--- config.mk ---
export PLATFORM = sky130hd
export DESIGN_NAME = reg_file_sb
export DESIGN_NICKNAME = d
export VERILOG_FILES = /design/src/rtl/reg_file_sb.sv
export SDC_FILE = /design/constraint.sdc
export NUM_CORES = 1
export LEC_CHECK = 0
export ABC_AREA = 1
export BUFFER_PORTS_ARGS = -buffer_cell sky130_fd_sc_hd__clkbuf_2
export CELL_PAD_IN_SITES_DETAIL_PLACEMENT = 1
export CELL_PAD_IN_SITES_GLOBAL_PLACEMENT = 1
export CORE_ASPECT_RATIO = 0.9
export CORE_MARGIN = 2
export CORE_UTILIZATION = 42
export CTS_BUF_LIST = sky130_fd_sc_hd__clkbuf_16
export DETAILED_ROUTE_END_ITERATION = 8
export PLACE_DENSITY_LB_ADDON = 0.12
export SLEW_MARGIN = 20
export SYNTH_ARGS = -nofsm -noshare
export SYNTH_HDL_FRONTEND = slang
export SYNTH_SLANG_ARGS = --single-unit
--- constraint.sdc ---
create_clock -name clk -period 2.2 [get_ports clk]
set_input_delay 0.11 -clock clk [delete_from_list [all_inputs] [get_ports clk]]
set_output_delay 0.11 -clock clk [all_outputs]
set_load 0.1 [all_outputs]
--- src/rtl/reg_file_sb.sv ---
// reg_file_sb: general-purpose register file with a per-register scoreboard.
//
// The issue stage marks a destination pending (iss_en/iss_addr). Writeback
// (wr_en/wr_addr/wr_data) stores the data and clears the pending flag. Two
// combinational read ports return data plus a busy flag for RAW hazard
// detection. With BYPASS=1, same-cycle write data is forwarded to the reads.
// flush squashes every pending flag. busy_cnt is a registered count of the
// pending registers.
//
// Ports:
//   clk, rst_n            clock, synchronous active-low reset
//   rd_addr_1/2           read addresses
//   rd_data_1/2           read data (combinational)
//   rd_busy_1/2           read register has a pending write
//   wr_en/wr_addr/wr_data writeback
//   iss_en/iss_addr       issue: mark register pending
//   flush                 clear all pending flags
//   busy_cnt              number of pending registers (registered)

// One register plus its scoreboard bit. inc/dec report whether this cell's
// busy bit rises or falls at the next edge, which drives the shared counter.
module reg_file_sb_cell #(
    parameter int DATA_W = 16
) (
    input  logic              clk,
    input  logic              rst_n,
    input  logic              wr_hit,
    input  logic              iss_hit,
    input  logic              flush,
    input  logic [DATA_W-1:0] wr_data,
    output logic [DATA_W-1:0] data,
    output logic              busy,
    output logic              inc,
    output logic              dec
);

    always_ff @(posedge clk) begin
        if (!rst_n) begin
            data <= '0;
            busy <= 1'b0;
        end else begin
            // Data is written even on flush; only the scoreboard is squashed.
            if (wr_hit)
                data <= wr_data;
            // Issue outranks a same-cycle writeback: a newer producer is in flight.
            if (flush)
                busy <= 1'b0;
            else if (iss_hit)
                busy <= 1'b1;
            else if (wr_hit)
                busy <= 1'b0;
        end
    end

    assign inc = !flush && iss_hit && !busy;
    assign dec = !flush && !iss_hit && wr_hit && busy;

endmodule

module reg_file_sb #(
    parameter int DATA_W   = 16,
    parameter int ADDR_W   = 3,
    parameter int ZERO_REG = 1,
    parameter int BYPASS   = 1
) (
    input  logic              clk,
    input  logic              rst_n,
    input  logic [ADDR_W-1:0] rd_addr_1,
    input  logic [ADDR_W-1:0] rd_addr_2,
    output logic [DATA_W-1:0] rd_data_1,
    output logic [DATA_W-1:0] rd_data_2,
    output logic              rd_busy_1,
    output logic              rd_busy_2,
    input  logic              wr_en,
    input  logic [ADDR_W-1:0] wr_addr,
    input  logic [DATA_W-1:0] wr_data,
    input  logic              iss_en,
    input  logic [ADDR_W-1:0] iss_addr,
    input  logic              flush,
    output logic [ADDR_W:0]   busy_cnt
);

    localparam int DEPTH = 2 ** ADDR_W;
    localparam logic [ADDR_W:0] CNT_ONE = (ADDR_W + 1)'(1);

    typedef struct packed {
        logic              busy;
        logic [DATA_W-1:0] data;
    } rd_rsp_t;

    logic [DEPTH-1:0][DATA_W-1:0] regs;
    logic [DEPTH-1:0]             busy_vec;
    logic [DEPTH-1:0]             inc_vec;
    logic [DEPTH-1:0]             dec_vec;
    logic [1:0][ADDR_W-1:0]       rd_addr;
    logic                         inc;
    logic                         dec;

    // ---------------------------------------------------------------
    // Register cells
    // ---------------------------------------------------------------
    for (genvar r = 0; r < DEPTH; r++) begin : g_reg
        logic wr_hit;
        logic iss_hit;

        // A hardwired zero register never sees a hit, so it keeps its
        // reset value of 0 and never becomes busy.
        if ((ZERO_REG != 0) && (r == 0)) begin : g_zero
            assign wr_hit  = 1'b0;
            assign iss_hit = 1'b0;
        end else begin : g_norm
            assign wr_hit  = wr_en  && (wr_addr  == ADDR_W'(r));
            assign iss_hit = iss_en && (iss_addr == ADDR_W'(r));
        end

        reg_file_sb_cell #(
            .DATA_W (DATA_W)
        ) u_cell (
            .clk     (clk),
            .rst_n   (rst_n),
            .wr_hit  (wr_hit),
            .iss_hit (iss_hit),
            .flush   (flush),
            .wr_data (wr_data),
            .data    (regs[r]),
            .busy    (busy_vec[r]),
            .inc     (inc_vec[r]),
            .dec     (dec_vec[r])
        );
    end

    // ---------------------------------------------------------------
    // Read ports: later assignments override earlier ones, so the
    // zero-register rule beats bypass, which beats the array.
    // ---------------------------------------------------------------
    assign rd_addr = {rd_addr_2, rd_addr_1};

    for (genvar p = 0; p < 2; p++) begin : g_rd
        rd_rsp_t rsp;

        always_comb begin
            rsp.data = regs[rd_addr[p]];
            rsp.busy = busy_vec[rd_addr[p]];
            if ((BYPASS != 0) && wr_en && (wr_addr == rd_addr[p])) begin
                rsp.data = wr_data;
                rsp.busy = 1'b0;
            end
            if ((ZERO_REG != 0) && (rd_addr[p] == '0))
                rsp = '0;
        end
    end

    assign rd_data_1 = g_rd[0].rsp.data;
    assign rd_busy_1 = g_rd[0].rsp.busy;
    assign rd_data_2 = g_rd[1].rsp.data;
    assign rd_busy_2 = g_rd[1].rsp.busy;

    // ---------------------------------------------------------------
    // Pending counter. At most one issue and one writeback per cycle,
    // so at most one cell raises inc and one raises dec; both at once
    // (different registers) net to zero. A cell never raises inc on an
    // already-busy bit, so the count cannot exceed the number of
    // registers and never wraps.
    // ---------------------------------------------------------------
    assign inc = |inc_vec;
    assign dec = |dec_vec;

    always_ff @(posedge clk) begin
        if (!rst_n)
            busy_cnt <= '0;
        else if (flush)
            busy_cnt <= '0;
        else if (inc && !dec)
            busy_cnt <= busy_cnt + CNT_ONE;
        else if (dec && !inc)
            busy_cnt <= busy_cnt - CNT_ONE;
    end

endmodule

Word level (Yosys, flattened, before mapping)
Index checks and enable logic that the tools add are counted.
{"block": "op_classes", "addsub": 2, "n_lt_le_gt_ge": 2, "eq_ne": 16, "muxes": 28, "n_bitwise": 1, "reduce_logical": 83}
{"cell": "binary-select mux 16 bit (select 3 bit)", "n": 2}
{"cell": "two-way mux 17 bit", "n": 4}
{"cell": "logical AND 1 bit", "n": 53}
{"cell": "two-way mux 16 bit", "n": 2}
{"cell": "== test 3 bit, second input constant", "n": 8}
{"cell": "logical NOT 1 bit", "n": 17}
{"cell": "two-way mux 1 bit", "n": 16}
{"cell": "nonzero test 2 bit", "n": 8}
{"cell": "OR reduction 7 bit", "n": 2}
{"cell": "== test 3 x 2 -> 1 bit, second input constant", "n": 4}
{"cell": "less-than comparator 3 x 4 -> 1 bit, second input constant", "n": 2}
{"cell": "two-way mux 4 bit", "n": 2}
{"cell": "binary-select mux 1 bit (select 3 bit)", "n": 2}
{"cell": "== test 3 x 1 -> 1 bit, second input constant", "n": 2}
{"cell": "== test 3 bit", "n": 2}
{"cell": "logical NOT 3 bit", "n": 2}
{"cell": "adder 4 x 1 -> 4 bit, second input constant", "n": 1}
{"cell": "subtractor 4 x 1 -> 4 bit, second input constant", "n": 1}
{"cell": "OR reduction 2 bit", "n": 1}
{"cell": "NOT 1 bit", "n": 1}
{"block": "totals", "regBits": 123, "in_bits": 33, "out_inout_bits": 38, "elab_cells": 147}

Depth between registers and ports, before layout
{"block": "logic_depth", "word_depth": 10, "mapped_depth": 18, "mapped_depth_nobuf": 18}

Modules after synthesis
From an unflattened synthesis, not the netlist that was laid out.
{"block": "hier_totals", "hier_cells": 1500, "hier_area_um2": 8911.0}
{"module": "reg_file_sb_cell", "instances": 8, "cells_each": 78, "area_per_inst_um2": 635.6, "seq_area_each_um2": 340.3}
{"module": "reg_file_sb", "instances": 1, "cells_each": 876, "area_per_inst_um2": 3826.2, "seq_area_each_um2": 80.1}

Least setup slack after synthesis
OpenSTA, ideal clock, no wires.
{"block": "synth_timing", "kind": "input port to output port", "startpoint": "in rd_addr_1[0]", "endpoint": "out rd_data_1[13]", "arrival_ns": 2.323, "required_time_ns": 2.090, "slack_ns": -0.233, "cell_stages": 9, "path_buffers": 3, "path_cell_list": "buf_4 > inv_2 > buf_4 > buf_4 > o21ai_1 > nand2_1 > inv_1 > nand2_1 > a21oi_1"}
{"block": "synth_via", "elab_chain_len": 4, "word_cells_on_any_way": 7, "cone_classes": "1 x eq/ne; 4 x mux; 2 x reduce/logical"}
{"element": "start: declaration", "line_no": "68", "rtl": "input logic [ADDR_W-1:0] rd_addr_1,"}
{"element": "binary-select mux 16 bit (select 3 bit) or == test 3 bit (tied branches)", "line_no": "142, 144"}
{"element": "two-way mux 16 bit (not written as such) or logical AND 1 bit (tied branches)", "line_no": "142, 144"}
{"element": "two-way mux 17 bit", "line_no": "144", "rtl": "if ((BYPASS != 0) && wr_en && (wr_addr == rd_addr[p])) begin"}
{"element": "two-way mux 17 bit *", "line_no": "148", "rtl": "if ((ZERO_REG != 0) && (rd_addr[p] == '0))"}
{"element": "end: declaration", "line_no": "70", "rtl": "output logic [DATA_W-1:0] rd_data_1,"}
Every way passes the cells marked *; elsewhere a longest branch is shown, timed or not. The select of a mux whose other input is x is not followed.

Final worst setup path
{"block": "layout_timing", "startpoint": "reg g_reg[4].u_cell.busy", "endpoint": "reg busy_cnt[3]"}
{"block": "layout_via", "elab_chain_len": 6, "word_cells_on_any_way": 11, "cone_classes": "1 x mux; 10 x reduce/logical"}
{"element": "start: declaration", "line_no": "32", "rtl": "output logic busy,"}
{"element": "start signal: assignment", "line_no": "40", "rtl": "busy <= 1'b0;"}
{"element": "start signal: assignment", "line_no": "47", "rtl": "busy <= 1'b0;"}
{"element": "start signal: assignment", "line_no": "49", "rtl": "busy <= 1'b1;"}
{"element": "logical NOT 1 bit", "line_no": "55", "rtl": "assign inc = !flush && iss_hit && !busy;"}
{"element": "logical AND 1 bit", "line_no": "55"}
{"element": "OR reduction 7 bit", "line_no": "165", "rtl": "assign inc = |inc_vec;"}
{"element": "logical NOT 1 bit", "line_no": "175", "rtl": "else if (dec && !inc)"}
{"element": "logical AND 1 bit", "line_no": "175"}
{"element": "nonzero test 2 bit (no line)"}
{"element": "end signal: assignment", "line_no": "174", "rtl": "busy_cnt <= busy_cnt + CNT_ONE;"}
{"element": "end signal: assignment", "line_no": "176", "rtl": "busy_cnt <= busy_cnt - CNT_ONE;"}
{"element": "end: declaration", "line_no": "80", "rtl": "output logic [ADDR_W:0] busy_cnt"}
Parallel ways exist; a longest one is shown, timed or not.
A chain may end at the register's enable or synchronous reset.

==> run metrics <==
hold path startpoint=flush; # resized after CTS=0; Clock Skew=0.00511 ns; reg2reg start=g_reg[4].u_cell.busy; R2R cell count=14; Die Height=131 um; Initial Utilization=42.9%; first-pass GRT wire length=50.7 mm; Worst Path Max Fanout=5; status=complete, no violations; placed instance count=1536; Avg Cell Area, Syn=5.92 sq um; cell mode on critical path=nand2_1; commonest cells after routing, fill and taps aside=nand2_1 (334), nor2_1 (222), o21ai_0 (145); Post-Route WL=32.7 mm; post-synth cell types=30; Max Clk Rate=497 MHz; final non-filler cell total=1569; Max stage delay on crit path=0.37 ns; share of cells above drive strength 1=15.3%; Core Footprint=17700 sq um; CTS tree=yes; drt pass-1 iters=6; Leak=4.15 nW; CTS H-tree depth=4; Synth Net Count=1317; critical path's slowest cell=dfxtp_4; Gate power share=25.9%; antenna violations before repair=3; ys async rst share=0%; fin crit period=2.01 ns; post-CTS setup buffers=0; area delta synth->final=23.7%; max cap viols=0; Worst-path clk slew=0.06 ns; DP HPWL=20.0 mm; Slew Limit Fails=0; RR Endpoint=busy_cnt[3]; Post-DRT Antenna Nets=0; Post-synth EDFFs=0; CP required=2.55 ns; part of the power in registers=32.1%; HP Class=input port to register; Setup crit end kind=register; RSZ-0062 raised after global routing=false; Clock Power Share=42.0%; Setup crit start kind=register; Fin. Hold Viols=0; row count=46; pwr/cell area=785 nW/um^2; total power=7.36 mW; predominant post-synthesis flop cell=dfxtp_1; largest net degree at the start of global routing=113; CP Class=register to register; total congestion overflow=0; CP Data Arrival Time=2.36 ns; vias=8855; Num CTS Buffers=17; cell count after synthesis=1280; mapped cell area=7570 sq um; Max VDD drop=0.490 mV; CTS Sinks=123; GP Congestion=0.900; post-synth top area share=32.5%; leading cell type in the layout, fill and taps excluded=nand2_1; setup violators final=0; clk_lat worst skew=0.42 ns; hold depth=4; Ys Warns=0; Nets=1352; number of global-route vias before repair=8904; IO Port Bufs=70; Synth area leader=dfxtp_1; Synth area leaders=dfxtp_1 (33%), nand2_1 (17%), nor2_1 (12%); Internal Power=4.87 mW; sw frac=33.8%; number of fill cells=2432; Tcrit/Tclk final=91.5%; Hold Path Sink=busy_cnt[0]; Detailed Route Iter0 Violations=769; worst path cell trace=nand4_1 > nor2_1 > nor2_1 > nand2_1 > nand2_1 > ha_1 > inv_2 > ha_1 > or2_2 > nand2_1 > nand2_1 > nand2_1 > nand2_1 > a21oi_1; Die ar.=19100 sq um; CTS max path bufs=2; Post-route DRC=0; post-synthesis sequential area ratio=32.5%; DR WL/cell=20.8 um; cts hold-fix bufs=0; vias per cell=5.64; root buffer cell=clkbuf_16; Worst slew margin=59.6%; io pins=71; Worst-Margin Slew=0.605 ns; GRT Util Overall=34.0%; Die Wd=146 um; r2r setup slk=0.19 ns; Yosys reg bits=123; switching pwr=2.49 mW
==> worst max-delay path by stage <==
stage,startpoint,endpoint,slack [ns]
final,g_reg[4].u_cell.busy,busy_cnt[3],0.19
after global routing,g_reg[4].u_cell.busy,busy_cnt[3],0.03
after CTS,g_reg[4].u_cell.busy,busy_cnt[3],0.11
after global placement,iss_en,busy_cnt[3],0.07
after floorplan,rd_addr_1[0],rd_data_1[10],-0.23
after detailed placement,iss_en,busy_cnt[3],0.02
==> worst max-delay path: cells and delay by family (launching register included) <==
kind                       cells  cell delay, ns
AOI/OAI and AO/OA              1            0.11
adders and majority gates      2            0.45
buffers and inverters          1            0.06
DFF                            1            0.37
and+or+nand+nor               10            0.97
==> sequential cells by signal, indices dropped and copies added, names as in the netlist <==
register,cells
busy_cnt,4
g.u_cell.data,112
g.u_cell.busy,7
==> power groups by stage <==
| stage | clock network, mW | logic, mW | registers (mW) |
|---|---|---|---|
| after floorplan | 0 | 1.18 | 2.42 |
| after global placement | 0 | 1.85 | 2.41 |
| after detailed placement | 0 | 1.87 | 2.41 |
| after CTS | 3.11 | 1.89 | 2.36 |
| after global routing | 3.19 | 2.00 | 2.37 |
| final | 3.09 | 1.90 | 2.36 |
==> area by class of cell <==
class                           count  area, sq um  share of cell area [%]
Antenna cell                        1         2.50                  0.0267
Clock buffer                       17          425                    4.54
Clock inverter                     15          206                    2.20
Inverter                           71          267                    2.84
Multi-Input combinational cell    991         4470                    47.7
Sequential cell                   123         2470                    26.3
Tap cell                          240          300                    3.21
Timing Repair Buffer              111         1230                    13.1
==> cells in the mapped netlist (9+ instances only) <==
cell      number
a21oi_1       61
buf_2         42
clkbuf_1      40
dfxtp_1      123
inv_1         60
inv_2         10
nand2_1      334
nand3_1      138
nand3b_1       9
nor2_1       249
o21ai_0      145
o21ai_1       18
==> logic make-up (layout without fill, tap and decap cells) <==
kind of cell | Yosys count | count (layout) | synth area share (%)
AND/OR/NAND/NOR | 760 | 760 | 42.0
AO/OA/AOI/OAI | 226 | 226 | 15.1
buffers and inverters | 166 | 214 | 9.47
flip-flops | 123 | 123 | 32.5
adder cells (fa/ha/maj) | 4 | 4 | 0.760
XOR/XNOR | 1 | 1 | 0.116
other | 0 | 1 | 0
==> per-stage QoR <==
step	hold slack [ns]	setup slack (ns)	cell area (sq um)	setup TNS, ns	utilization [%]
final	0.0469	0.186	9370	0	53.0
after CTS	0.0372	0.107	9360	0	53.0
after floorplan	0.245	-0.232	7640	-1.16	-
after global routing	0.0840	0.0322	9370	0	53.0
after global placement	0.452	0.0742	8730	0	49.4
after detailed placement	0.455	0.0172	8730	0	49.4
==> metal layers <==
layer	routed length [um]	GRT usage, %	vias up
li1	-	-	4166
met1	14800	47.2	4317
met2	14800	53.8	322
met3	2460	7.33	48
met4	571	8.77	2
met5	13	0	-
(Power assumes the default switching activity.)
